### src/rtl/ras_pkg.sv
// Shared types for the return-address stack: stack operation encoding and
// the decode from raw push/pop enables (empty-stack pop is dropped).
package ras_pkg;

  typedef enum logic [1:0] {
    RAS_NOP,
    RAS_PUSH,
    RAS_POP,
    RAS_REPL
  } ras_op_e;

  // push+pop on an empty stack degrades to a plain push; pop on empty is dropped
  function automatic ras_op_e ras_decode(input logic push, input logic pop, input logic empty);
    ras_op_e op;
    op = RAS_NOP;
    case ({push, pop})
      2'b10:   op = RAS_PUSH;
      2'b01:   op = empty ? RAS_NOP : RAS_POP;
      2'b11:   op = empty ? RAS_PUSH : RAS_REPL;
      default: op = RAS_NOP;
    endcase
    return op;
  endfunction

endpackage

### src/rtl/ras_ckpt_queue.sv
// In-order checkpoint queue of {ptr, count, data} snapshots with alloc at
// tail, retire at head and truncate-to-id (frees the id and everything younger).
module ras_ckpt_queue #(
  parameter int PTRW  = 3,
  parameter int DW    = 32,
  parameter int NCKPT = 4,
  localparam int CIDW = $clog2(NCKPT)
) (
  input  logic            clk,
  input  logic            aresetn,
  input  logic            alloc,
  input  logic [PTRW-1:0] alloc_ptr,
  input  logic [PTRW:0]   alloc_cnt,
  input  logic [DW-1:0]   alloc_data,
  input  logic            free,
  input  logic            trunc,
  input  logic [CIDW-1:0] trunc_id,
  output logic [PTRW-1:0] rd_ptr,
  output logic [PTRW:0]   rd_cnt,
  output logic [DW-1:0]   rd_data,
  output logic [CIDW-1:0] tail_id,
  output logic [CIDW:0]   cnt,
  output logic            full
);

  logic [PTRW-1:0] slot_ptr  [NCKPT];
  logic [PTRW:0]   slot_cnt  [NCKPT];
  logic [DW-1:0]   slot_data [NCKPT];

  // head/tail carry one extra wrap bit so that full and empty differ
  logic [CIDW:0]   head, tail, head_nxt, tail_nxt;
  logic [CIDW-1:0] trunc_ofs;
  logic            do_free, do_alloc;

  assign cnt      = tail - head;
  assign full     = (cnt == (CIDW+1)'(NCKPT));
  assign tail_id  = tail[CIDW-1:0];
  assign do_free  = free && (cnt != '0);
  // a retire in the same cycle vacates the slot a full queue would allocate into
  assign do_alloc = alloc && !trunc && (!full || do_free);
  assign trunc_ofs = trunc_id - head[CIDW-1:0];

  assign rd_ptr  = slot_ptr[trunc_id];
  assign rd_cnt  = slot_cnt[trunc_id];
  assign rd_data = slot_data[trunc_id];

  always_comb begin
    head_nxt = head + (CIDW+1)'(do_free);
    tail_nxt = tail + (CIDW+1)'(do_alloc);
    if (trunc) begin
      // offset is taken from the pre-retire head, so tail never lands behind head_nxt
      tail_nxt = head + {1'b0, trunc_ofs};
    end
  end

  always_ff @(posedge clk or negedge aresetn) begin
    if (!aresetn) begin
      head <= '0;
      tail <= '0;
      for (int i = 0; i < NCKPT; i++) begin
        slot_ptr[i]  <= '0;
        slot_cnt[i]  <= '0;
        slot_data[i] <= '0;
      end
    end else begin
      head <= head_nxt;
      tail <= tail_nxt;
      if (do_alloc) begin
        slot_ptr[tail[CIDW-1:0]]  <= alloc_ptr;
        slot_cnt[tail[CIDW-1:0]]  <= alloc_cnt;
        slot_data[tail[CIDW-1:0]] <= alloc_data;
      end
    end
  end

  ckpt_overflow_a: assert property (@(posedge clk) disable iff (!aresetn)
    !(alloc && !trunc && full && !do_free))
    else $warning("checkpoint request dropped: all slots in use");

  rbk_freed_head_a: assert property (@(posedge clk) disable iff (!aresetn)
    !(trunc && do_free && (trunc_id == head[CIDW-1:0])))
    else $error("rollback targets the checkpoint being retired");

endmodule

### src/rtl/ras_ckpt_stack.sv
// Circular return-address stack with push/pop/replace, plus in-order
// checkpoints of post-op {ptr, count, stack[ptr]} restored on rollback.
module ras_ckpt_stack
  import ras_pkg::*;
#(
  parameter int DPT   = 8,
  parameter int DW    = 32,
  parameter int NCKPT = 4,
  localparam int PTRW = $clog2(DPT),
  localparam int CIDW = $clog2(NCKPT)
) (
  input  logic            clk,
  input  logic            aresetn,
  input  logic            i_push_en,
  input  logic [DW-1:0]   i_push_data,
  input  logic            i_pop_en,
  output logic [DW-1:0]   o_pop_data,
  output logic            o_empty,
  output logic            o_full,
  output logic [PTRW-1:0] o_stack_ptr,
  input  logic            i_ckpt_en,
  output logic [CIDW-1:0] o_ckpt_id,
  output logic            o_ckpt_full,
  output logic [CIDW:0]   o_ckpt_cnt,
  input  logic            i_ckpt_free,
  input  logic            i_rbk_en,
  input  logic [CIDW-1:0] i_rbk_id
);

  localparam logic [PTRW:0] DEPTH = (PTRW+1)'(DPT);

  logic [DW-1:0]   stack [DPT];
  logic [PTRW-1:0] ptr, ptr_op, ptr_nxt, top_idx, wr_addr;
  logic [PTRW:0]   count, count_op, count_nxt;
  logic [DW-1:0]   wr_data;
  logic            wr_en;
  ras_op_e         op;

  logic [PTRW-1:0] rbk_ptr;
  logic [PTRW:0]   rbk_cnt;
  logic [DW-1:0]   rbk_data;

  assign op      = ras_decode(i_push_en, i_pop_en, o_empty);
  assign top_idx = ptr - PTRW'(1);

  always_comb begin
    ptr_op   = ptr;
    count_op = count;
    wr_en    = 1'b0;
    wr_addr  = ptr;
    wr_data  = i_push_data;
    case (op)
      RAS_PUSH: begin
        ptr_op   = ptr + PTRW'(1);
        count_op = (count == DEPTH) ? count : count + (PTRW+1)'(1);
        wr_en    = 1'b1;
      end
      RAS_POP: begin
        ptr_op   = top_idx;
        count_op = count - (PTRW+1)'(1);
      end
      RAS_REPL: begin
        wr_en   = 1'b1;
        wr_addr = top_idx;
      end
      default: ;
    endcase
    ptr_nxt   = ptr_op;
    count_nxt = count_op;
    // rollback owns the single write port and overrides the normal op
    if (i_rbk_en) begin
      ptr_nxt   = rbk_ptr;
      count_nxt = rbk_cnt;
      wr_en     = 1'b1;
      wr_addr   = rbk_ptr;
      wr_data   = rbk_data;
    end
  end

  always_ff @(posedge clk or negedge aresetn) begin
    if (!aresetn) begin
      ptr   <= '0;
      count <= '0;
    end else begin
      ptr   <= ptr_nxt;
      count <= count_nxt;
    end
  end

  always_ff @(posedge clk) begin
    if (wr_en) stack[wr_addr] <= wr_data;
  end

  // the snapshot slot stack[ptr_op] is never the slot written this cycle
  ras_ckpt_queue #(
    .PTRW  (PTRW),
    .DW    (DW),
    .NCKPT (NCKPT)
  ) u_ckpt_queue (
    .clk        (clk),
    .aresetn    (aresetn),
    .alloc      (i_ckpt_en),
    .alloc_ptr  (ptr_op),
    .alloc_cnt  (count_op),
    .alloc_data (stack[ptr_op]),
    .free       (i_ckpt_free),
    .trunc      (i_rbk_en),
    .trunc_id   (i_rbk_id),
    .rd_ptr     (rbk_ptr),
    .rd_cnt     (rbk_cnt),
    .rd_data    (rbk_data),
    .tail_id    (o_ckpt_id),
    .cnt        (o_ckpt_cnt),
    .full       (o_ckpt_full)
  );

  assign o_pop_data  = stack[top_idx];
  assign o_empty     = (count == '0);
  assign o_full      = (count == DEPTH);
  assign o_stack_ptr = ptr;

endmodule

### config.mk
export PLATFORM = sky130hd
export DESIGN_NAME = ras_ckpt_stack
export DESIGN_NICKNAME = d
export VERILOG_FILES = /design/src/rtl/ras_pkg.sv /design/src/rtl/ras_ckpt_queue.sv /design/src/rtl/ras_ckpt_stack.sv
export SDC_FILE = /design/constraint.sdc
export NUM_CORES = 1
export LEC_CHECK = 0
export CAP_MARGIN = 20
export CORE_MARGIN = 1
export CORE_UTILIZATION = 45
export DETAILED_ROUTE_END_ITERATION = 8
export GPL_TIMING_DRIVEN = 0
export RECOVER_POWER = 100
export SETUP_SLACK_MARGIN = 0.5
export SLEW_MARGIN = 20
export SYNTH_ARGS = -nofsm -noshare
export SYNTH_HDL_FRONTEND = slang
export SYNTH_SLANG_ARGS = --single-unit
export TNS_END_PERCENT = 20
### constraint.sdc
create_clock -name clk -period 4.15 [get_ports clk]
set_input_delay 1.0375 -clock clk [delete_from_list [all_inputs] [get_ports clk]]
set_output_delay 1.0375 -clock clk [all_outputs]
set_load 0.02 [all_outputs]
# [Yosys cells after proc, flatten, opt, wreduce, memory -nomap -nowiden]
# Memory sizes are Yosys's and may differ from the RTL's.
# Cells that the tools add are included.
[totals] mem_bits_rw=256 reg_bits=169 in_bits=41 n_memories=1
[memory_table] memory="stack" words=8 word_bits=32 read_ports=2 rd_clocked_by_memory_dff=0 wr=1 line_no="ras_ckpt_stack.sv:32" text="logic [DW-1:0] stack [DPT];"
[op_classes] n_reduce_logical=10 magnitude_cmp=3 bitwise_logic=2 eq_ne=8 n_mux=34 addsub=9
[ops] op="$bwmux 128" count=1
[ops] op="$mux 32" count=4
[ops] op="$bmux 32 s2" count=1
[ops] op="$demux 32 s2" count=1
[ops] op="$mux 3" count=7
[ops] op="$mux 4" count=5
[ops] op="$bwmux 16" count=1
[ops] op="$bwmux 12" count=1
[ops] op="$bmux 4 s2" count=1
[ops] op="$demux 4 s2" count=1
[ops] op="$eq 2x2->1 const B" count=4
[ops] op="$pmux 4 s2" count=1
[ops] op="$add 3x1->3" count=2
[ops] op="$bmux 3 s2" count=1
[ops] op="$demux 3 s2" count=1
[ops] op="$ge 3x3->1 const B" count=2
[ops] op="$not 2->3" count=2
[ops] op="$pmux 2 s3" count=1
[ops] op="$pmux 3 s2" count=1
[ops] op="$add 4x1->4 const B" count=1
[ops] op="$eq 2x1->1 const B" count=2
[ops] op="$eq 4x4->1 const B" count=1
[ops] op="$logic_and 1x1->1" count=4
[ops] op="$logic_not 4->1" count=1
[ops] op="other kinds (14)" count=19

# [Logic depth before layout (Yosys ltp)]
# Gate-level depths: netlist of the first run.
[logic_depth] word_depth=9 depth_mapped=17

# [Modules after synthesis]
# From an unflattened synthesis of the first run, not the netlist that was laid out.
[unflattened] hier_cells=1224 area_unflattened_um2=20254.4
[modules_own_cells] mod="ras_ckpt_stack" area_per_inst_um2=13017.5 n_inst=1 cells_per_inst=800
[modules_own_cells] mod="ras_ckpt_queue" area_per_inst_um2=7236.9 n_inst=1 cells_per_inst=424

# [Worst setup path after synthesis of the first run]
# Ideal clock, no wire load.
[synth_path] path_kind="reg2reg" startpoint="reg count[0]" endpoint="mem stack[6][0], enable pin" required_ps=3689 arrival_ps=4451 setup_slack_ps=-762 path_stages_with_launch=11 path_buffers=0 period_less_slack_ps=4912 path_cell_list="dfrtp_1 -> inv_1 -> ha_1 -> inv_1 -> nor3_1 -> nand2b_1 -> inv_1 -> ha_1 -> xor2_1 -> o31a_1 -> nor3_1"
[synth_via] elab_chain_cells=9
[synth_lines] element="from (decl)" line_no="ras_ckpt_stack.sv:34" text="logic [PTRW:0] count, count_op, count_nxt;"
[synth_lines] element="from (signal assigned)" line_no="ras_ckpt_stack.sv:86" text="count <= count_nxt;"
[synth_lines] element="$logic_not 4->1 *" line_no="ras_ckpt_stack.sv:118" text="assign o_empty = (count == '0);"
[synth_lines] element="via o_empty" line_no="ras_ckpt_stack.sv:18" text="output logic o_empty,"
[synth_lines] element="$mux 2, on equally long branches" line_no="ras_pkg.sv:19, ras_pkg.sv:18"
[synth_lines] element="$pmux 2 s3 *" line_no="ras_pkg.sv:16" text="case ({push, pop})"
[synth_lines] element="$eq 2x2->1 or $eq 2x1->1 (tied branches)" line_no="ras_ckpt_stack.sv:52" text="case (op)"
[synth_lines] element="$reduce_or 2->1 (no line)"
[synth_lines] element="$mux 1" line_no="ras_ckpt_stack.sv:52"
[synth_lines] element="$mux 1" line_no="ras_ckpt_stack.sv:71" text="if (i_rbk_en) begin"
[synth_lines] element="$mux 1" line_no="ras_ckpt_stack.sv:91" text="if (wr_en) stack[wr_addr] <= wr_data;"
[synth_lines] element="$mux 1 (not written as such)" line_no="ras_ckpt_stack.sv:91"
[synth_lines] element="to (decl)" line_no="ras_ckpt_stack.sv:32"
# The timed path passes the listed nets; every way through them passes the cells marked *.

# [Final worst setup path of the first run]
[layout_path] startpoint="reg ptr[0], in the netlist o_stack_ptr[0]" endpoint="out o_pop_data[14]"
[layout_via] elab_chain_cells=2
[layout_lines] element="from (decl)" line_no="ras_ckpt_stack.sv:33" text="logic [PTRW-1:0] ptr, ptr_op, ptr_nxt, top_idx, wr_addr;"
[layout_lines] element="from (signal assigned)" line_no="ras_ckpt_stack.sv:85" text="ptr <= ptr_nxt;"
[layout_lines] element="$sub 3x1->3" line_no="ras_ckpt_stack.sv:44" text="assign top_idx = ptr - PTRW'(1);"
[layout_lines] element="$mem_v2 8x32"
[layout_lines] element="to (decl)" line_no="ras_ckpt_stack.sv:17" text="output logic [DW-1:0] o_pop_data,"
# No other way between the ends.

==> metrics.yaml, run 1 <==
cts_htree_levels: 2
via_per_inst: 6.00
whs_ns: 0.475
die_area_mm2: 0.0517
grt_overflow: 0
setup_viol: 0
wirelength_um: 72800
finalCriticalPeriod_ns: 4.03
synth-seq-cells: 425
timing.rr.start: "count[0]$_DFF_PN0_"
relSlewSlack_pct: -41.2
max-vdd-ir-drop_uv: 651
syn2layout_area_growth_pct: 17.5
route.detailed.drc: 0
worst_ep_arrival_time_ns: 2.99
nNetsFinal: 2006
dr.first_iter.drc_count: 1479
synthCells: 1774
ys_warn_count: 0
antenna_found_initial: 0
p_leak_nw: 10.8
routedWlPerCell_um: 27.4
io_buffers: 82
start_util_pct: 45.6
cts_tree: "yes"
die_y_um: 227
clk_latency_ns: 0.60
startpoint_type: "flop"
clockBufferDepth: 3
r2r_end: "u_ckpt_queue.slot_data[49]$_DFFE_PN0P_"
grt_pass1_vias: 16000
timing.final.ws_setup_ns: 0.121
fin_worst_skew_ns: 0.0223
syn_area_per_cell_um2: 12.9
violations: "max-capacitance violations, max-slew violations"
hold_path.startpoint: "u_ckpt_queue.slot_data[40]$_DFFE_PN0P_"
finalHoldViolCount: 0
whs_path_depth: 2
dp.cells: 2546
grt_max_degree: 90
rrSetupSlack_ns: 0.25
cts_hold_buf: 0
crit_type: "flop to primary output"
grt_pass1_wl_um: 106000
crit_path_end_kind: "primary output"
grt_setup_unrepaired: "true"
clkTransAtPathRegs_ns: 0.06
finalNonFillerCells: 2659
preCtsSetupSlack_ns: -1.79
cpLargestDelayFamily: "buffers and inverters"
holdPathEnd: "u_ckpt_queue.slot_data[40]$_DFFE_PN0P_"
cp_common_cell: "buf_8"
firstDrtPassIters: 5
cp_slowest_stage_delay_ns: 0.39
max_freq_ghz: 0.248
hold_path.class: "flop to flop"
status: "finished, violations left"
cpMaxStageDelayCell: "dfrtp_2"
clock-sinks: 425
path_max_fanout: 5
finalMaxSlewViolations: 82
ant_nets: 0
place.detailed.hpwl_um: 48300
crit_required_ns: 3.11
path_cells: "buf_8 > buf_8 > clkbuf_16 > inv_4 > ha_4 > buf_12 > buf_16 > clkbuf_2 > mux4_2 > mux2_4 > buf_6"
syn-cell-area_mm2: 0.0229
n_antenna_cell: 0
seq_area_frac_synth_pct: 52.1
reg2reg_depth: 15
max_cap_violations: 1
tightest_slew_ns: 2.12
cts_buffers: 49
final.period_utilization_pct: 97.1
total_power_mw: 23.2
track_usage_pct: 28.8
power.density_mw_per_mm2: 863
coreArea_mm2: 0.0502
post-route-util_pct: 53.5
synth_cell_types: 46
die-width_um: 227
drive_above_1_share_pct: 21.7
path_buf_inv: 8
fp-row-count: 82
cts_root_buf: "clkbuf_16"
vias: 16000
syn_nets: 1831
io_pins: 84
gp_congestion: 0.814
-- cells by family after synthesis --
logic type / Yosys count / synth area share [%]
muxes: 528 / 30.0
DFF: 425 / 52.1
and+or+nand+nor: 328 / 5.67
AOI/OAI and AO/OA: 310 / 7.14
buffers and inverters: 158 / 3.71
adders and majority gates: 16 / 0.974
xor gates and xnor gates: 9 / 0.378
-- worst reg2reg max path: cells and delay by family (launching register included) --
kind,cells,cell delay [ns]
flops,1,0.46
compound gates,2,0.34
simple gates,3,0.39
buf+inv,7,1.62
mux,1,0.47
fa+ha+maj,2,0.53
-- flip-flops by register name (all words and copies together), names as in the netlist --
signal / count
u_ckpt_queue.slot_data: 128
u_ckpt_queue.head: 3
o_stack_ptr: 3
u_ckpt_queue.tail: 3
count: 4
u_ckpt_queue.slot_cnt: 16
u_ckpt_queue.slot_ptr: 12
stack: 256
-- per-stage QoR --
stage	setup TNS (ns)	cell area, µm²
after global routing	0	26900
after floorplan	0	22900
after global placement	-1446.45	24500
final	0	26900
after CTS	0	27100
after detailed placement	-141.12	25000
-- cell usage in the layout (no fill, tap or decap), types with 5 or more instances in the layout --
master | netlist | routed
mux2i_1 | 196 | 196
nand3_1 | 2 | 6
buf_2 | 55 | 37
clkbuf_2 | 0 | 18
buf_8 | 0 | 6
mux2_1 | 69 | 134
dlygate4sd3_1 | 0 | 11
mux4_2 | 103 | 103
mux2_2 | 160 | 82
clkbuf_4 | 2 | 9
dlygate4sd2_1 | 0 | 6
edfxtp_1 | 256 | 256
buf_12 | 2 | 11
clkdlybuf4s50_1 | 0 | 36
buf_6 | 15 | 32
buf_16 | 0 | 5
clkbuf_16 | 0 | 59
dfrtp_1 | 169 | 168
o21ai_0 | 55 | 135
clkbuf_8 | 0 | 13
xnor2_1 | 5 | 5
nand2_1 | 294 | 294
mux2_4 | 0 | 13
a21oi_1 | 6 | 7
nor2_1 | 11 | 9
buf_1 | 15 | 7
inv_1 | 20 | 19
clkbuf_1 | 40 | 71
ha_1 | 13 | 12
o21ai_1 | 232 | 155
buf_4 | 9 | 23
-- cell usage after synthesis, drive strengths merged --
| master | number | area, µm² |
|---|---|---|
| nand2 | 294 | 1100 |
| o21ai | 292 | 1480 |
| edfxtp | 256 | 7690 |
| mux2 | 229 | 2580 |
| mux2i | 196 | 1960 |
| dfrtp | 169 | 4230 |
| mux4 | 103 | 2320 |
| buf | 96 | 608 |
| clkbuf | 42 | 165 |
| inv | 20 | 75.1 |
| ha | 13 | 163 |
| nor2 | 12 | 47.6 |
| a21oi | 7 | 46.3 |
| nand3 | 6 | 50.1 |
| xnor2 | 6 | 60.1 |
| nor3 | 5 | 25.0 |
| nand2b | 4 | 25.0 |
| fa | 3 | 60.1 |
| xor2 | 3 | 26.3 |
| a21boi | 2 | 15.0 |
| a221oi | 2 | 17.5 |
| and3 | 2 | 12.5 |
| o211ai | 2 | 20.0 |
| o31a | 2 | 17.5 |
| a32oi | 1 | 8.76 |
| and2 | 1 | 6.26 |
| nand3b | 1 | 7.51 |
| nand4 | 1 | 6.26 |
| nor2b | 1 | 6.26 |
| o21a | 1 | 7.51 |
| o21bai | 1 | 18.8 |
| or3 | 1 | 6.26 |
-- worst max-delay path by stage --
stage                                         from                                       to  slack [ns]  cells past startpoint
final                     o_stack_ptr[0]$_DFF_PN0_                           o_pop_data[14]        0.12                     11
after global routing            count[0]$_DFF_PN0_  u_ckpt_queue.slot_data[124]$_DFFE_PN0P_        0.08                     14
after CTS                 o_stack_ptr[0]$_DFF_PN0_                           o_pop_data[23]        0.21                     11
after detailed placement  o_stack_ptr[0]$_DFF_PN0_                           o_pop_data[23]       -1.79                     10
after global placement                     aresetn   u_ckpt_queue.slot_data[64]$_DFFE_PN0P_       -4.84                      1
after floorplan                 count[0]$_DFF_PN0_                    stack[5][0]$_DFFE_PP_        0.03                     11
-- per-layer routing --
layer	share of wire (%)	global-route usage [%]	vias to the layer above
met2	49	47.4	639
li1	-	-	6971
met4	2.8	9.27	0
met1	41	38.3	8239
met3	7.4	5.74	118
met5	0	0	-
-- layout make-up --
cell class	instances	area [µm²]
Fill cell	4185	23300
Sequential cell	425	11900
Buffer	138	941
Clock inverter	6	33.8
Clock buffer	83	1510
Timing Repair Buffer	124	1360
Multi-Input combinational cell	1191	10200
Tap cell	672	841
Inverter	20	77.6
-- power breakdown --
part	total [mW]	leakage (nW)	switching [mW]	internal, mW
registers	6.64	4.52	0.692	5.95
clock network	4.20	0.752	1.74	2.46
logic	12.3	5.55	7.01	5.34
-- what timing repair did --
action | CTS | global route
gates cloned | 7 | 0
resized for setup | 249 | 8
setup buffers | 15 | 2
pin swaps | 3 | 1
endpoints found under the setup margin | 403 | 364
Note: power is estimated with default switching activity, not from simulation.
==> run 2, diff against run 1 <==
--- a/config.mk
+++ b/config.mk
@@ -8,6 +8,7 @@
 export CAP_MARGIN = 20
 export CORE_MARGIN = 1
 export CORE_UTILIZATION = 45
+export CTS_CLUSTER_SIZE = 24
 export DETAILED_ROUTE_END_ITERATION = 8
 export GPL_TIMING_DRIVEN = 0
 export RECOVER_POWER = 100
==> run 2 against run 1 <==
Against the previous run:
- the flow still finishes with violations (max-capacitance violations, max-slew violations)
- power increased by 1.2%
- sequential power about the same
- maximum frequency increased by 0.42%
- via count decreased by 0.36%
- sequential share of layout area decreased by 0.19 points
- register-to-register slack improved by 0.02 ns
- first-iteration DRC count decreased by 0.88%
- core utilization increased by 0.23 points
- critical path depth unchanged
- design area increased by 0.43%
- routed wire length decreased by 0.51%
- worst hold slack improved by 0.0036 ns
==> metrics.yaml, run 2 (same netlist as run 1, synthesis figures left out) <==
crit_path_end_kind: "primary output"  # unchanged
max_cap_violations: 1  # unchanged
seq_power_share_pct: 28.3  # was 28.7%
timing.final.ws_setup_ns: 0.137  # was 0.121 ns
routed.top_layer: "met4"  # unchanged
clockBufferDepth: 3  # unchanged
ant_nets: 0  # unchanged
vias: 15900  # was 16000
cts_tree: "yes"  # unchanged
postLayoutCellArea_mm2: 0.0270  # was 0.0269 mm²
relSlewSlack_pct: -42.1  # was -41.2%
reg_top3: "stack: 256 flops, u_ckpt_queue.slot_data: 128 flops, u_ckpt_queue.slot_cnt: 16 flops"  # unchanged
worst_ep_arrival_time_ns: 2.98  # was 2.99 ns
startpoint_type: "flop"  # unchanged
track_usage_pct: 28.7  # was 28.8%
path_max_fanout: 5  # unchanged
met1Wirelength_um: 29900  # was 30000 µm
place.detailed.hpwl_um: 48300  # unchanged
switchingPower_mw: 9.45  # was 9.44 mW
cts_root_buf: "clkbuf_16"  # unchanged
largest_reg_flops: 256  # unchanged
io_pins: 84  # unchanged
grt_pass1_wl_um: 106000  # about the same
finalCriticalPeriod_ns: 4.01  # was 4.03 ns
fin_worst_skew_ns: 0.0214  # was 0.0223 ns
cts_htree_levels: 2  # unchanged
whs_path_depth: 2  # unchanged
coreArea_mm2: 0.0502  # unchanged
routedWlPerCell_um: 27.2  # was 27.4 µm
finalHoldViolCount: 0  # unchanged
power.density_mw_per_mm2: 870  # was 863 mW/mm²
io_buffers: 82  # unchanged
die-width_um: 227  # unchanged
power.share.clock_pct: 18.0  # was 18.1%
start_util_pct: 45.6  # unchanged
mostFrequentLayoutCell: "nand2_1"  # unchanged
gp_congestion: 0.814  # unchanged
preCtsSetupSlack_ns: -1.79  # unchanged
grt_setup_unrepaired: "true"  # unchanged
cts_hold_buf: 0  # unchanged
p_leak_nw: 10.9  # was 10.8 nW
final.period_utilization_pct: 96.7  # was 97.1%
r2r_end: "u_ckpt_queue.slot_data[12]$_DFFE_PN0P_"  # was u_ckpt_queue.slot_data[49]$_DFFE_PN0P_
p_int_mw: 14.0  # was 13.7 mW
setup_viol: 0  # unchanged
crit_type: "flop to primary output"  # unchanged
grt_pass1_vias: 16000  # about the same
dr.first_iter.drc_count: 1466  # was 1479
tightest_slew_ns: 2.13  # was 2.12 ns
combPwrFrac_pct: 53.7  # was 53.2%
cp_common_cell: "buf_8"  # unchanged
antenna_found_initial: 0  # unchanged
holdPathEnd: "u_ckpt_queue.slot_data[17]$_DFFE_PN0P_"  # was u_ckpt_queue.slot_data[40]$_DFFE_PN0P_
total_power_mw: 23.5  # was 23.2 mW
grt_max_degree: 90  # unchanged
syn2layout_area_growth_pct: 18.0  # was 17.5%
largest-register: "stack"  # unchanged
layout_common_cells: "294 x nand2_1, 256 x edfxtp_1, 196 x mux2i_1"  # unchanged
n_antenna_cell: 0  # unchanged
drive_above_1_share_pct: 22.0  # was 21.7%
timing.rr.start: "count[0]$_DFF_PN0_"  # unchanged
route.detailed.drc: 0  # unchanged
cp_slowest_stage_delay_ns: 0.39  # about the same
clock-sinks: 425  # unchanged
die_y_um: 227  # unchanged
dr_wl_met2_um: 35000  # was 35400 µm
route.met3.wl_um: 5480  # was 5400 µm
clk_latency_ns: 0.59  # was 0.60 ns
finalMaxSlewViolations: 82  # unchanged
setup-tns-final_ns: 0  # unchanged
status: "finished, violations left"  # unchanged
placed_area_mm2: 0.0250  # unchanged
firstDrtPassIters: 6  # was 5
crit_required_ns: 3.11  # about the same
via_per_inst: 5.98  # was 6.00
path_cells: "buf_8 > buf_8 > clkbuf_16 > inv_4 > ha_4 > buf_12 > buf_16 > clkbuf_2 > mux4_2 > mux2_4 > buf_6"  # unchanged
hold_path.class: "flop to flop"  # unchanged
nNetsFinal: 2007  # was 2006
hold_path.startpoint: "u_ckpt_queue.slot_data[17]$_DFFE_PN0P_"  # was u_ckpt_queue.slot_data[40]$_DFFE_PN0P_
max_freq_ghz: 0.249  # was 0.248 GHz
cpMaxStageDelayCell: "dfrtp_2"  # unchanged
clkTransAtPathRegs_ns: 0.06  # about the same
grt_overflow: 0  # unchanged
violations: "max-capacitance violations, max-slew violations"  # unchanged
rrSetupSlack_ns: 0.27  # was 0.25 ns
cts_buffers: 49  # unchanged
max-vdd-ir-drop_uv: 636  # was 651 µV
whs_ns: 0.478  # was 0.475 ns
swShare_pct: 40.3  # was 40.7%
fp-row-count: 82  # unchanged
die_area_mm2: 0.0517  # unchanged
reg2reg_depth: 15  # unchanged
wirelength_um: 72400  # was 72800 µm
[run 2: cell types whose count changed in the layout (fill, tap and decap cells not counted), moves of 2 or more]
cell,before,now
mux2_4,13,19
mux2_2,82,74
o21ai_0,135,121
buf_6,32,40
dlygate4sd2_1,6,0
buf_2,37,33
clkbuf_4,9,11
o21ai_1,155,168
clkbuf_2,18,12
clkbuf_16,59,61
clkbuf_8,13,15
buf_4,23,25
mux2_1,134,136
[run 2: per-layer routing]
layer,GRT usage [%],up-vias
li1,-,6972
met3,5.78,127
met2,47.0,633
met5,0,-
met4,9.29,0
met1,38.3,8178
[run 2: metrics by stage]
stage,std cells,utilization (%)
after detailed placement,2546,49.8
after global routing,2660,53.8
after floorplan,1774,-
after CTS,2657,54.2
final,2660,53.8
after global placement,2528,48.9
[run 2: worst max-delay path by stage]
stage,start,to
after CTS,o_stack_ptr[0]$_DFF_PN0_,o_pop_data[23]
after global placement,aresetn,u_ckpt_queue.slot_data[64]$_DFFE_PN0P_
final,o_stack_ptr[0]$_DFF_PN0_,o_pop_data[14]
after detailed placement,o_stack_ptr[0]$_DFF_PN0_,o_pop_data[23]
after floorplan,count[0]$_DFF_PN0_,stack[5][0]$_DFFE_PP_
after global routing,count[0]$_DFF_PN0_,u_ckpt_queue.slot_data[82]$_DFFE_PN0P_
[run 2: what timing repair did]
item / CTS / global route
pin swaps: 3 / 1
buffers inserted: 16 / 3
cloned: 6 / 0
setup endpoints to repair: 403 / 367
resized for setup: 281 / 11
[run 2: final cells by class]
class,instances,area (µm²)
tap,672,841
timing repair buffer,125,1410
clock inverter,6,31.3
clock buffer,83,1530
inverter,20,77.6
buffer,138,972
fill,4186,23200
multi-input combinational,1191,10200
sequential,425,11900
[run 2: critical path: cells and delay by family, from the launching register on]
kind / cells / cell delay, ns
adders and majority gates: 1 / 0.30
buffers and inverters: 8 / 1.05
DFF: 1 / 0.39
muxes: 2 / 0.64
[run 2: power by group through the flow]
| stage | Combinational (mW) | Clock (mW) | Sequential (mW) |
|---|---|---|---|
| 2_1_floorplan | 7.54 | 0 | 6.49 |
| 3_3_place_gp | 11.4 | 0 | 6.67 |
| 3_5_place_dp | 11.8 | 0 | 6.69 |
| 4_1_cts | 13.0 | 4.27 | 6.62 |
| 5_1_grt | 13.3 | 4.43 | 6.77 |
| 6_report | 12.6 | 4.23 | 6.64 |
==> run 3, diff against run 2 <==
==> constraint.sdc (replaced) <==
create_clock -name clk -period 3.55 [get_ports clk]
set_input_delay 0.8875 -clock clk [delete_from_list [all_inputs] [get_ports clk]]
set_output_delay 0.8875 -clock clk [all_outputs]
set_load 0.02 [all_outputs]
==> run 3 against run 2 <==
Against the previous run:
- the flow finishes with violations (max-capacitance violations, max-slew violations, negative setup slack)
- power increased by 25%
- setup slack lost 0.38 ns
- clock power is 20% higher
- worst hold slack worse by 0.0066 ns
- clock-buffer cell count fell by 10
- clock skew barely moved
- register-to-register slack worse by 0.49 ns
- first-iteration DRC count up 2.7%
- design area is 4.0% higher
- non-clock buffer count rose by 29
- routed wire length increased by 3.1%
- cell count rose by 1.1%
- critical endpoint is now o_pop_data[26]
- largest power group unchanged
- highest routed layer unchanged
==> metrics.yaml, run 3 (same netlist as run 1, synthesis figures left out) <==
fp-row-count: 82  # unchanged
crit_required_ns: 2.66  # was 3.11 ns
n_antenna_cell: 0  # unchanged
final.period_utilization_pct: 107
whs_path_depth: 2  # unchanged
max-vdd-ir-drop_uv: 794  # was 636 µV
path_max_fanout: 5  # unchanged
layout_common_cells: "294 x nand2_1, 256 x edfxtp_1, 190 x mux2i_1"  # was 294 x nand2_1, 256 x edfxtp_1, 196 x mux2i_1
p_leak_nw: 11.5  # was 10.9 nW
cpMaxStageDelayCell: "dfrtp_2"  # unchanged
placed_area_mm2: 0.0250  # about the same
max_cap_violations: 1  # unchanged
place.detailed.hpwl_um: 48100  # was 48300 µm
drive_above_1_share_pct: 31.2  # was 22.0%
finalCriticalPeriod_ns: 3.79
wirelength_um: 74600  # was 72400 µm
die_y_um: 227  # unchanged
seq_power_share_pct: 26.3  # was 28.3%
power.share.clock_pct: 17.3  # was 18.0%
grt_overflow: 0  # unchanged
endpoint: "o_pop_data[26]"  # was o_pop_data[14]
postLayoutCellArea_mm2: 0.0281  # was 0.0270 mm²
seqCellArea_mm2: 0.0119  # about the same
fin_worst_skew_ns: 0.0216  # was 0.0214 ns
grt_max_degree: 89  # was 90
cts_htree_levels: 2  # unchanged
cp_slowest_stage_delay_ns: 0.42  # was 0.39 ns
p_int_mw: 17.5  # was 14.0 mW
coreArea_mm2: 0.0502  # unchanged
finalNonFillerCells: 2688  # was 2660
vias: 16200  # was 15900
finalMaxSlewViolations: 82  # unchanged
mostFrequentLayoutCell: "nand2_1"  # unchanged
die_area_mm2: 0.0517  # unchanged
grt_pass1_wl_um: 106000  # about the same
rrSetupSlack_ns: -0.22  # was 0.27 ns
timing.rr.start: "count[0]$_DFF_PN0_"  # unchanged
timing.final.ws_setup_ns: -0.241  # was 0.137 ns
multi_input_area_mm2: 0.0107  # was 0.0102 mm²
clkTransAtPathRegs_ns: 0.07  # was 0.06 ns
worst_ep_arrival_time_ns: 2.90  # was 2.98 ns
power.density_mw_per_mm2: 1050  # was 870 mW/mm²
hold_path.class: "flop to flop"  # unchanged
cts_tree: "yes"  # unchanged
io_pins: 84  # unchanged
crit_cells: 11  # unchanged
syn2layout_area_growth_pct: 22.7  # was 18.0%
clock-sinks: 425  # unchanged
dp.cells: 2545  # was 2546
relSlewSlack_pct: -43.0  # was -42.1%
path_cells: "buf_12 > buf_8 > clkbuf_16 > clkinv_4 > ha_4 > buf_12 > buf_16 > clkbuf_16 > mux4_2 > mux2_4 > buf_6"  # was buf_8 > buf_8 > clkbuf_16 > inv_4 > ha_4 > buf_12 > buf_16 > clkbuf_2 > mux4_2 > mux2_4 > buf_6
gp_congestion: 0.808  # was 0.814
grt_pass1_vias: 16200  # was 16000
route.detailed.drc: 0  # unchanged
track_usage_pct: 28.8  # was 28.7%
via_per_inst: 6.04  # was 5.98
hold_path.startpoint: "u_ckpt_queue.slot_data[51]$_DFFE_PN0P_"  # was u_ckpt_queue.slot_data[17]$_DFFE_PN0P_
combPwrFrac_pct: 56.4  # was 53.7%
largest-register: "stack"  # unchanged
antenna_found_initial: 0  # unchanged
cts_buffers: 48  # was 49
r2r_end: "u_ckpt_queue.slot_data[29]$_DFFE_PN0P_"  # was u_ckpt_queue.slot_data[12]$_DFFE_PN0P_
switchingPower_mw: 11.9  # was 9.45 mW
firstDrtPassIters: 7  # was 6
setup_viol: 117  # was 0
die-width_um: 227  # unchanged
reg_top3: "stack: 256 flops, u_ckpt_queue.slot_data: 128 flops, u_ckpt_queue.slot_cnt: 16 flops"  # unchanged
cpLargestDelayFamily: "buffers and inverters"  # unchanged
start_util_pct: 45.6  # unchanged
fillers: 4144  # was 4186
reg2reg_depth: 15  # unchanged
clk_latency_ns: 0.58  # was 0.59 ns
finalHoldViolCount: 0  # unchanged
violations: "max-capacitance violations, max-slew violations, negative setup slack"  # was max-capacitance violations, max-slew violations
crit_type: "flop to primary output"  # unchanged
cp-startpoint: "o_stack_ptr[0]$_DFF_PN0_"  # unchanged
tightest_slew_ns: 2.14  # was 2.13 ns
grt_setup_unrepaired: "true"  # unchanged
clockBufferDepth: 3  # unchanged
crit_path_end_kind: "primary output"  # unchanged
cts_hold_buf: 0  # unchanged
swShare_pct: 40.5  # was 40.3%
path_buf_inv: 8  # unchanged
nNetsFinal: 2035  # was 2007
dr.first_iter.drc_count: 1506  # was 1466
max_freq_ghz: 0.264
startpoint_type: "flop"  # unchanged
largest_reg_flops: 256  # unchanged
io_buffers: 82  # unchanged
ant_nets: 0  # unchanged
cts_root_buf: "clkbuf_16"  # unchanged
routedWlPerCell_um: 27.8  # was 27.2 µm
status: "finished, violations left"  # unchanged
run 3: worst min path at each step:
stage | end | slack, ns
2_1_floorplan | u_ckpt_queue.slot_data[57]$_DFFE_PN0P_ | 0.45
3_3_place_gp | u_ckpt_queue.slot_data[25]$_DFFE_PN0P_ | 0.46
3_5_place_dp | u_ckpt_queue.slot_data[25]$_DFFE_PN0P_ | 0.46
4_1_cts | u_ckpt_queue.slot_cnt[13]$_DFFE_PN0P_ | 0.31
5_1_grt | u_ckpt_queue.slot_data[89]$_DFFE_PN0P_ | 0.50
6_report | u_ckpt_queue.slot_data[51]$_DFFE_PN0P_ | 0.47
run 3: metrics by stage:
step | TNS (ns) | power [mW] | util, % | setup WS [ns] | hold WS, ns
2_1_floorplan | 0 | 16.5 | - | 0.375 | 0.446
3_3_place_gp | -1479.44 | 21.2 | 49.2 | -5.96 | 0.457
5_1_grt | -20.33 | 30.6 | 55.9 | -0.252 | 0.496
4_1_cts | -5.62 | 28.6 | 55.3 | -0.241 | 0.310
6_report | -14.35 | 29.4 | 55.9 | -0.241 | 0.472
3_5_place_dp | -406.23 | 21.6 | 49.9 | -1.42 | 0.461
run 3: power by group through the flow:
stage | sequential [mW] | combinational, mW | clock, mW
global placement | 7.75 | 13.4 | 0
finish | 7.75 | 16.6 | 5.09
detailed placement | 7.82 | 13.8 | 0
floorplan | 7.58 | 8.95 | 0
global route | 7.90 | 17.4 | 5.33
CTS | 7.70 | 15.7 | 5.13
run 3: per-layer routing:
metal | vias up | wire, µm | track usage (%)
met5 | - | 0 | 0
met4 | 0 | 2690 | 11.0
met3 | 171 | 5000 | 4.49
met2 | 663 | 36400 | 47.9
met1 | 8373 | 30600 | 38.1
li1 | 7034 | - | -
run 3: tightest hold or removal path: cells and delay by family (launching register included):
family           cells  cell delay (ns)
flip-flops           1             0.33
AO/OA/AOI/OAI        1             0.05
AND/OR/NAND/NOR      1             0.06
run 3: what timing repair did:
item,4_1_cts,5_1_grt
buffers inserted,38,4
cloned,9,4
endpoints found under the setup margin,647,215
pin swaps,13,34
resized for setup,316,190
run 3: final cells by class:
class | count | area share [%]
Inverter | 20 | 0.303
Clock buffer | 73 | 5.38
Clock inverter | 15 | 0.392
Timing Repair Buffer | 154 | 6.03
Tap cell | 672 | 3.00
Buffer | 138 | 4.12
Sequential cell | 425 | 42.5
Multi-Input combinational cell | 1191 | 38.3
==> RTL edit: new RTL, config.mk and constraints of run 2 <==
Register the output `o_ckpt_cnt`, with the module's reset; this adds one clock of latency there. The other outputs are not delayed to match.
--- a/src/rtl/ras_ckpt_stack.sv
+++ b/src/rtl/ras_ckpt_stack.sv
@@ -29,4 +29,6 @@
 
   localparam logic [PTRW:0] DEPTH = (PTRW+1)'(DPT);
+
+  logic [CIDW:0] o_ckpt_cnt_d;
 
   logic [DW-1:0]   stack [DPT];
@@ -111,5 +113,5 @@
     .rd_data    (rbk_data),
     .tail_id    (o_ckpt_id),
-    .cnt        (o_ckpt_cnt),
+    .cnt        (o_ckpt_cnt_d),
     .full       (o_ckpt_full)
   );
@@ -120,4 +122,12 @@
   assign o_stack_ptr = ptr;
 
+  always_ff @(posedge clk or negedge aresetn) begin
+    if (!aresetn) begin
+      o_ckpt_cnt <= '0;
+    end else begin
+      o_ckpt_cnt <= o_ckpt_cnt_d;
+    end
+  end
+
 endmodule
 
Formal check against the unedited RTL: not equivalent (a bounded check fails within 4 cycles, from zero or initial values and one cycle with aresetn low).
==> RTL edit against run 2 <==
The flow still finishes with violations (max-capacitance violations, max-slew violations). Clock power is 2% lower. Worst setup slack gained 61 ps. Sequential share of layout area increased by 0.44 points. Via count is 2.0% higher. Total power fell by 4.1%. Sequential cell count increased by 3. Routed wire length is 0.43% lower. Maximum frequency up 1.6%. Hold slack got worse by 3.7 ps. Design area fell by 0.36%. Non-clock buffer count up 3. Area after synthesis down 1.1%. Largest cell class unchanged. Largest power group unchanged.
==> RTL edit: results (changes against run 2) <==
\begin{tabular}{lr}
\hline
Metric & Value \\
\hline
\multicolumn{2}{l}{\textbf{Outcome}} \\
\quad Status & complete, but fails checks (unchanged) \\
\quad Failing checks & max-capacitance violations, max-slew violations (unchanged) \\
\multicolumn{2}{l}{\textbf{Logic synthesis}} \\
\quad Number of distinct library cell variants in the gate-level netlist after synthesis & 44 (was 46) \\
\quad Largest cells by area after synthesis & edfxtp\_1 (34\%), dfrtp\_1 (19\%), mux4\_2 (10\%) (was edfxtp\_1 (34\%), dfrtp\_1 (18\%), mux4\_2 (10\%)) \\
\quad Async set-reset flop share out of synthesis & 0.402 (was 0.398) \\
\quad Synthesized netlist net count & 1,838 (was 1,831) \\
\multicolumn{2}{l}{\textbf{STA}} \\
\quad Final setup skew & 13.6 ps (was 21.4 ps) \\
\quad Number of pins with negative max-slew slack in the final report & 86 (was 82) \\
\multicolumn{2}{l}{\textbf{Layout}} \\
\quad Final-stage net count & 2,013 (was 2,007) \\
\quad Number of filler cells placed in the layout & 4,114 (was 4,186) \\
\multicolumn{2}{l}{\textbf{Setup path}} \\
\quad Signal arrival time at the worst endpoint & 2910 ps (was 2980 ps) \\
\quad Beginning of the worst register-to-register path & count[0]\$\_DFF\_PN0\_ (unchanged) \\
\quad CP max stage cell & dfrtp\_1 (was dfrtp\_2) \\
\multicolumn{2}{l}{\textbf{Power}} \\
\quad Leakage dissipation & 10.7 nW (was 10.9 nW) \\
\quad IR drop worst, VDD & 0.442 mV (was 0.636 mV) \\
\multicolumn{2}{l}{\textbf{Clock network}} \\
\quad Clock buffer count from CTS & 48 (was 49) \\
\multicolumn{2}{l}{\textbf{Hold path}} \\
\quad Launch point of the worst hold path & u\_ckpt\_queue.slot\_data[70]\$\_DFFE\_PN0P\_ (was u\_ckpt\_queue.slot\_data[17]\$\_DFFE\_PN0P\_) \\
\multicolumn{2}{l}{\textbf{GRT}} \\
\quad All-Layer GR Usage & 0.286 (was 0.287) \\
\quad Initial antenna violation count & 1 (was 0) \\
\quad First-pass GRT wire length & 105,000 um (was 106,000 um) \\
\multicolumn{2}{l}{\textbf{Drt}} \\
\quad DRC violation total after the first TritonRoute iteration & 1,798 (was 1,466) \\
\quad Routed length per placed instance & 27.1 um (was 27.2 um) \\
\quad DR vias & 16,200 (was 15,900) \\
\multicolumn{2}{l}{\textbf{Job}} \\
\quad Maximum Capacitance Violations & 1 (unchanged) \\
\multicolumn{2}{l}{\textbf{Place}} \\
\quad Total half-perimeter wirelength after legalization and detailed placement & 48,200 um (was 48,300 um) \\
\hline
\end{tabular}
[RTL edit: cell types whose count changed after synthesis, sizes merged, moves of 15 or more]
| cell | delta |
|---|---|
| clkbuf | +18 |
| buf | -15 |
| nand2 | -45 |
| nor2 | +45 |
| mux2 | -43 |
| o22ai | +44 |
[RTL edit: worst paths after layout]
check,endpoint,slack [ps],cells past startpoint
max,o_pop_data[12],200,10
min,u_ckpt_queue.slot_data[70]$_DFFE_PN0P_,470,2
max reg2reg,u_ckpt_queue.slot_data[54]$_DFFE_PN0P_,320,15
min reg2reg,u_ckpt_queue.slot_data[70]$_DFFE_PN0P_,470,2
max in group asynchronous,u_ckpt_queue.slot_data[119]$_DFFE_PN0P_,760,2
min in group asynchronous,u_ckpt_queue.slot_data[43]$_DFFE_PN0P_,1040,1
[RTL edit: per-layer routing]
metal,part of all wire,global-route usage,vias to the layer above,wire [um]
li1,-,-,7027,-
met1,0.42,0.404,8283,30000
met2,0.47,0.456,780,33900
met3,0.088,0.0401,135,6330
met4,0.026,0.0926,0,1900
met5,0,0,-,0
[RTL edit: final cells by class]
class | instances | share of cell area
Sequential cell | 428 | 0.446
Tap cell | 664 | 0.0309
Clock inverter | 21 | 0.00568
Inverter | 20 | 0.00307
Clock buffer | 67 | 0.0504
Multi-Input combinational cell | 1192 | 0.371
Timing Repair Buffer | 125 | 0.0550
Buffer | 141 | 0.0374
[RTL edit: cell families after synthesis]
group	after synthesis	share of synthesized area
AO/OA/AOI/OAI	358	0.0846
XOR/XNOR	9	0.00349
adder cells (fa/ha/maj)	16	0.00985
buffers and inverters	161	0.0346
flip-flops	428	0.530
multiplexers	482	0.281
AND/OR/NAND/NOR	327	0.0563
[RTL edit: what timing repair did]
action	in CTS	in global routing
endpoints found under the hold margin	0	0
setup endpoints to repair	284	235
resized for setup	298	36
cloned	8	0
pin swaps	2	2
setup buffers	13	3
[RTL edit: report_power, final]
part	internal (W)	total [W]	switching [W]
clock network	0.00239	0.00415	0.00176
logic	0.00507	0.0117	0.00664
registers	0.00597	0.00664	0.000672
[RTL edit: worst min-delay path, cell delays in order, from the launching register on]
cell	delay, ps
dfrtp_1	340
nand2_1	40
o21ai_0	60
[RTL edit: stage by stage]
| step | setup WS (ps) | area [sq um] | cells | hold WS, ps | setup TNS [ps] |
|---|---|---|---|---|---|
| after global routing | 148 | 26900 | 2658 | 499 | 0 |
| final | 199 | 26900 | 2658 | 475 | 0 |
| after global placement | -4900 | 24300 | 2527 | 455 | -1479620 |
| after floorplan | -71.3 | 22600 | 1781 | 445 | -7650 |
| after CTS | 320 | 27000 | 2655 | 465 | 0 |
| after detailed placement | -1230 | 24800 | 2546 | 466 | -84300 |
